===== src/rtl/meas_capture_sequencer.sv =====
// ADC->RAM capture run sequencer with RAM readout pointer for the VNA DSP core.
// Optional capture watchdog enabled by defining MEAS_SEQ_TIMEOUT_EN.
module meas_capture_sequencer #(
    parameter int ADC_WIDTH   = 12,
    parameter int MAX_POINTS  = 4096,
    parameter int RD_LAT      = 1,
    parameter int TIMEOUT_CYC = 1024
) (
    input  logic                         clk,
    input  logic                         rst,
    input  logic [$clog2(MAX_POINTS):0]  cfg_points,
    input  logic [15:0]                  cfg_settle,
    input  logic                         start,
    input  logic                         abort,
    input  logic                         conv_strobe,
    input  logic [2*ADC_WIDTH-1:0]       adc_data,
    output logic                         ram_wr_en,
    output logic [$clog2(MAX_POINTS)-1:0] ram_wr_addr,
    output logic [2*ADC_WIDTH-1:0]       ram_wr_data,
    input  logic                         rd_req,
    input  logic                         rd_rewind,
    output logic                         ram_rd_en,
    output logic [$clog2(MAX_POINTS)-1:0] ram_rd_addr,
    input  logic [2*ADC_WIDTH-1:0]       rd_data,
    output logic                         rd_valid,
    output logic [2*ADC_WIDTH-1:0]       rd_sample,
    output logic                         rd_empty,
    output logic                         busy,
    output logic                         done,
    output logic [$clog2(MAX_POINTS):0]  sample_cnt,
    output logic                         err_timeout
);

    localparam int AW = $clog2(MAX_POINTS);
    localparam logic [AW:0] NMAX = (AW+1)'(MAX_POINTS);

    typedef enum logic [2:0] {
        S_IDLE, S_SETTLE, S_CAPTURE, S_DONE, S_ERROR
    } state_t;

    state_t      state, state_nx;
    logic [15:0] settle_cnt;
    logic [AW:0] n_lat;
    logic [AW:0] rd_ptr;
    logic [AW:0] pts_clamped;
    logic [RD_LAT-1:0] rd_pipe;
    logic        start_ok, last_wr, strobe_ok, rd_ok, rd_busy, tmo_hit;

    assign pts_clamped = (cfg_points == '0 || cfg_points > NMAX) ? NMAX : cfg_points;
    assign start_ok = start && !abort &&
                      (state == S_IDLE || state == S_DONE || state == S_ERROR);
    assign last_wr  = ram_wr_en && ((sample_cnt + 1'b1) == n_lat);
    // A strobe landing on the final write cycle would write outside CAPTURE
    assign strobe_ok = conv_strobe && state == S_CAPTURE && !abort &&
                       !last_wr && !tmo_hit;

`ifdef MEAS_SEQ_TIMEOUT_EN
    localparam int TW = $clog2(TIMEOUT_CYC + 1);
    logic [TW-1:0] tmo_cnt;

    assign tmo_hit = state == S_CAPTURE && !conv_strobe &&
                     tmo_cnt == TW'(TIMEOUT_CYC - 1);
    assign err_timeout = (state == S_ERROR);

    always_ff @(posedge clk or posedge rst) begin
        if (rst)
            tmo_cnt <= '0;
        else if (state != S_CAPTURE || conv_strobe)
            tmo_cnt <= '0;
        else
            tmo_cnt <= tmo_cnt + 1'b1;
    end
`else
    // Watchdog absent: constant-false, ERROR never entered
    assign tmo_hit     = (TIMEOUT_CYC < 0);
    assign err_timeout = 1'b0;
`endif

    always_comb begin
        state_nx = state;
        unique case (state)
            S_IDLE, S_DONE, S_ERROR:
                if (start_ok)
                    state_nx = (cfg_settle != '0) ? S_SETTLE : S_CAPTURE;
            S_SETTLE:
                if (settle_cnt == 16'd1) state_nx = S_CAPTURE;
            S_CAPTURE:
                if (last_wr)      state_nx = S_DONE;
                else if (tmo_hit) state_nx = S_ERROR;
            default: state_nx = S_IDLE;
        endcase
        if (abort) state_nx = S_IDLE;
    end

    assign busy        = (state == S_SETTLE || state == S_CAPTURE);
    assign done        = (state == S_DONE);
    assign ram_wr_addr = sample_cnt[AW-1:0];
    assign rd_empty    = (rd_ptr >= sample_cnt);
    assign rd_busy     = ram_rd_en || (|rd_pipe);
    assign rd_ok       = rd_req && !rd_rewind && !start_ok && !busy &&
                         (rd_ptr < sample_cnt) && !rd_busy;

    always_ff @(posedge clk or posedge rst) begin
        if (rst) begin
            state       <= S_IDLE;
            settle_cnt  <= '0;
            n_lat       <= NMAX;
            sample_cnt  <= '0;
            ram_wr_en   <= 1'b0;
            ram_wr_data <= '0;
            rd_ptr      <= '0;
            ram_rd_en   <= 1'b0;
            ram_rd_addr <= '0;
            rd_pipe     <= '0;
            rd_valid    <= 1'b0;
            rd_sample   <= '0;
        end else begin
            state <= state_nx;

            if (start_ok) begin
                n_lat      <= pts_clamped;
                settle_cnt <= cfg_settle;
            end else if (state == S_SETTLE) begin
                settle_cnt <= settle_cnt - 1'b1;
            end

            ram_wr_en <= strobe_ok;
            if (strobe_ok) ram_wr_data <= adc_data;

            if (start_ok)       sample_cnt <= '0;
            else if (ram_wr_en) sample_cnt <= sample_cnt + 1'b1;

            if (start_ok || rd_rewind) rd_ptr <= '0;
            else if (rd_ok)            rd_ptr <= rd_ptr + 1'b1;

            ram_rd_en <= rd_ok;
            if (rd_ok) ram_rd_addr <= rd_ptr[AW-1:0];

            rd_pipe  <= (rd_pipe << 1) | RD_LAT'(ram_rd_en);
            rd_valid <= rd_pipe[RD_LAT-1];
            if (rd_pipe[RD_LAT-1]) rd_sample <= rd_data;
        end
    end

endmodule


===== config.mk =====
export PLATFORM = sky130hd
export DESIGN_NAME = meas_capture_sequencer
export DESIGN_NICKNAME = d
export VERILOG_FILES = /design/src/rtl/meas_capture_sequencer.sv
export SDC_FILE = /design/constraint.sdc
export NUM_CORES = 1
export LEC_CHECK = 0
export CAP_MARGIN = 20
export CORE_UTILIZATION = 48
export DETAILED_ROUTE_END_ITERATION = 8
export GPL_TIMING_DRIVEN = 0
export PLACE_DENSITY = 0.81
export SLEW_MARGIN = 30
export SYNTH_ARGS = -nofsm -noshare
export SYNTH_HDL_FRONTEND = slang
export SYNTH_SLANG_ARGS = --single-unit

===== constraint.sdc =====
create_clock -name clk -period 4.9 [get_ports clk]
set_input_delay 0.735 -clock clk [delete_from_list [all_inputs] [get_ports clk]]
set_output_delay 0.735 -clock clk [all_outputs]
set_load 0.02 [all_outputs]

==> out/metrics.cfg <==
[clock_network]
post_cts.resized_instances = 0
post_cts_buffers = 0
cts_max_path_buffers = 2
cts_hold_buf = 0
htreeDepth = 4
cts-root-buf = clkbuf_16
path_clk_slew_ns = 0.05
cts_tree = built
worst_skew_pair.late_latency_ns = 0.41
cts_sinks = 121
numCtsBuffers = 17

[logic_synthesis]
ys_async_sr_fraction = 1.00
ys_warn_count = 0
ys_types = 55
netlist_area_mm2 = 0.00612
synthFlopType = dfrtp_1
syn_nets = 652
avgSynthCellArea_um2 = 11.2
synth_cells = 548
synth-edff-count = 0
synth_seq_cells = 121
seq_area_frac_synth = 0.495

[routing]
ant_nets = 0
drc = 0
wl_met2_um = 8060
via_per_inst = 5.38
top_layer_used = met4
initialDrtViolationCount = 286
num_vias = 4952
wl_um = 15600
met1_length_um = 6300
firstDrtPassIters = 4
met3WireLength_um = 1010
post_drt_wl_per_cell_um = 17.0

[worst_setup_path]
path_class = register to output port
cp.buffers_inverters = 2
crit_arrival_ns = 2.87
r2r_setup_slack_ns = 1.32
reg2reg_depth = 10
crit-reg2reg-launch = sample_cnt[0]$_DFFE_PP0P_
critPathMostFrequentCell = o21ai_0
path_cells = inv_1 > ha_1 > o21a_1 > o21ai_0 > a211o_1 > a21oi_1 > o21ai_0 > o41ai_1 > clkdlybuf4s50_1
critPathCapture = rd_empty
start_kind = register
cpMaxStageDelayCell = clkdlybuf4s50_1
cp-startpoint = sample_cnt[2]$_DFFE_PP0P_
worstSetupEndpointType = output port
r2r-end = ram_wr_data[16]$_DFFE_PP0P_
cpLargestDelayFamily = buffers and inverters
worstPathMaxFanout = 10
cp.depth = 9
worstPathRequired_ns = 4.16
slowest_delay_ns = 0.69

[layout]
fin_util = 0.705
area_growth_pct = 40.7
drive_gt1_frac = 0.144
stdcell_count = 920
final_common_cell = clkdlybuf4s50_1
multi_input_area_mm2 = 0.00280
final_cell_mix = clkdlybuf4s50_1 (174), dfrtp_1 (120), nand2_1 (41), mux2_2 (37), nor2_1 (35)
ff_latch_area_mm2 = 0.00303
final_nets = 846
fill_cells = 939
antennaDiodeCount = 0

[global_routing]
grt_pass1_vias = 5162
antenna_found_initial = 0
grtUsageTotal = 0.254
grt_max_degree = 65
grt_pass1_wl_um = 25500
grt_overflow = 0

[sta]
clock.fmax_mhz = 278
setup_viol = 0
slew_headroom = 0.450
rsz0062_at_grt = no
slew_violations = 0
hold_viol = 0
tns_ns = 0
finClkSkew_ns = 0.00689
worstMarginPinSlew_ns = 0.823
finalCriticalPeriod_ns = 3.60
finalCritPeriodShare = 0.735

[power_and_ir_drop]
switchingPower_mw = 1.45
finalPower_mw = 4.35
seqPwrFrac = 0.367
clockPowerShare = 0.248
ir_drop_v = 0.000384
powerDensity_mw_per_mm2 = 506
leakagePower_nw = 3.67
pwr-share-comb = 0.384
swShare = 0.334
p_int_mw = 2.90

[floorplanning]
placementRows = 40
initial_core_util = 0.501
die_width_um = 115
io_pins = 176
die_area_mm2 = 0.0132
core_area_mm2 = 0.0122
die_height_um = 115

[placement]
gp_congestion = 0.866
dp_hpwl_um = 11600
dp.cells = 891
io_buffers = 174

[run_status]
status = complete, no violations

[worst_hold_path]
hold_path_class = register to register

[job]
max-cap-violations = 0

worst min path at each step:
stage / startpoint / endpoint / slack, ns / cells past startpoint
floorplan: rd_pipe$_DFF_PP0_ / rd_valid$_DFF_PP0_ / 0.35 / 0
global placement: rd_pipe$_DFF_PP0_ / rd_valid$_DFF_PP0_ / 0.36 / 0
detailed placement: rd_pipe$_DFF_PP0_ / rd_valid$_DFF_PP0_ / 0.37 / 0
CTS: rd_pipe$_DFF_PP0_ / rd_valid$_DFF_PP0_ / 0.39 / 0
global route: rd_pipe$_DFF_PP0_ / rd_valid$_DFF_PP0_ / 0.39 / 0
finish: rd_pipe$_DFF_PP0_ / rd_valid$_DFF_PP0_ / 0.39 / 0
state kept, by name, indices dropped and copies added (netlist names):
| name | cells |
|---|---|
| ram_rd_addr | 12 |
| rd_pipe | 1 |
| rd_ptr | 13 |
| sample_cnt | 13 |
| settle_cnt | 16 |
| state | 2 |
| ram_rd_en | 1 |
| ram_wr_data | 24 |
| ram_wr_en | 1 |
| rd_sample | 24 |
| rd_valid | 1 |
| n_lat | 13 |
cell usage after synthesis, drive strengths merged (3+ instances only):
master | count | area (um2)
dfrtp | 120 | 3000
mux2 | 59 | 736
nand2 | 41 | 154
nor2 | 35 | 131
xnor2 | 33 | 289
o21ai | 27 | 135
inv | 23 | 86.3
buf | 20 | 150
ha | 20 | 250
nand3 | 19 | 95.1
a21oi | 14 | 70.1
clkbuf | 14 | 52.6
nor4 | 13 | 81.3
xor2 | 12 | 105
a22o | 10 | 87.6
nand2b | 8 | 50.1
nand4 | 7 | 43.8
nor3 | 7 | 35.0
or3 | 7 | 43.8
and3 | 6 | 42.5
mux2i | 5 | 50.1
o31ai | 5 | 37.5
or4 | 5 | 41.3
and4 | 4 | 35.0
a21o | 3 | 22.5
a31oi | 3 | 18.8
nor3b | 3 | 33.8
worst register-to-register path, delay by kind of cell, from the launching register on:
| family | cells | cell delay [ns] |
|---|---|---|
| and+or+nand+nor | 4 | 1.03 |
| xor gates and xnor gates | 1 | 0.16 |
| AOI/OAI and AO/OA | 1 | 0.51 |
| buffers and inverters | 2 | 0.48 |
| adders and majority gates | 1 | 0.41 |
| DFF | 1 | 0.56 |
| muxes | 1 | 0.31 |
final cells by class:
class                           instances  area share
Sequential cell                       121       0.352
Timing Repair Buffer                  175       0.205
Buffer                                 34      0.0235
Tap cell                              168      0.0244
Inverter                               23      0.0109
Clock buffer                           25      0.0564
Clock inverter                          4     0.00233
Multi-Input combinational cell        370       0.325
per-layer routing:
metal / vias to the layer above / GRT usage
met5: - / 0
met4: 0 / 0.0961
met3: 21 / 0.0712
met2: 191 / 0.441
met1: 2422 / 0.299
li1: 2318 / -
power groups by stage:
| stage | combinational [mW] | sequential [mW] | clock, mW |
|---|---|---|---|
| floorplan | 0.726 | 1.81 | 0 |
| global placement | 1.62 | 1.58 | 0 |
| detailed placement | 1.67 | 1.60 | 0 |
| CTS | 1.68 | 1.60 | 1.10 |
| global route | 1.79 | 1.64 | 1.14 |
| finish | 1.67 | 1.60 | 1.08 |
through the flow:
| step | setup WS (ns) | hold WS [ns] | instance area [um2] |
|---|---|---|---|
| after global placement | -0.660 | 0.359 | 8070 |
| after global routing | 1.14 | 0.388 | 8610 |
| after detailed placement | 1.07 | 0.375 | 8100 |
| after floorplan | 0.952 | 0.352 | 6120 |
| after CTS | 1.29 | 0.386 | 8610 |
| final | 1.30 | 0.385 | 8610 |
cells by family (layout without fill, tap and decap cells):
family | Yosys count | after routing | share of synthesized area
and+or+nand+nor | 162 | 162 | 0.137
adders and majority gates | 20 | 20 | 0.0409
AOI/OAI and AO/OA | 78 | 78 | 0.0863
DFF | 121 | 121 | 0.495
buffers and inverters | 57 | 261 | 0.0472
other | 1 | 1 | 0.000613
xor gates and xnor gates | 45 | 45 | 0.0644
muxes | 64 | 64 | 0.128
No activity file was read; power rests on OpenSTA's default activity.
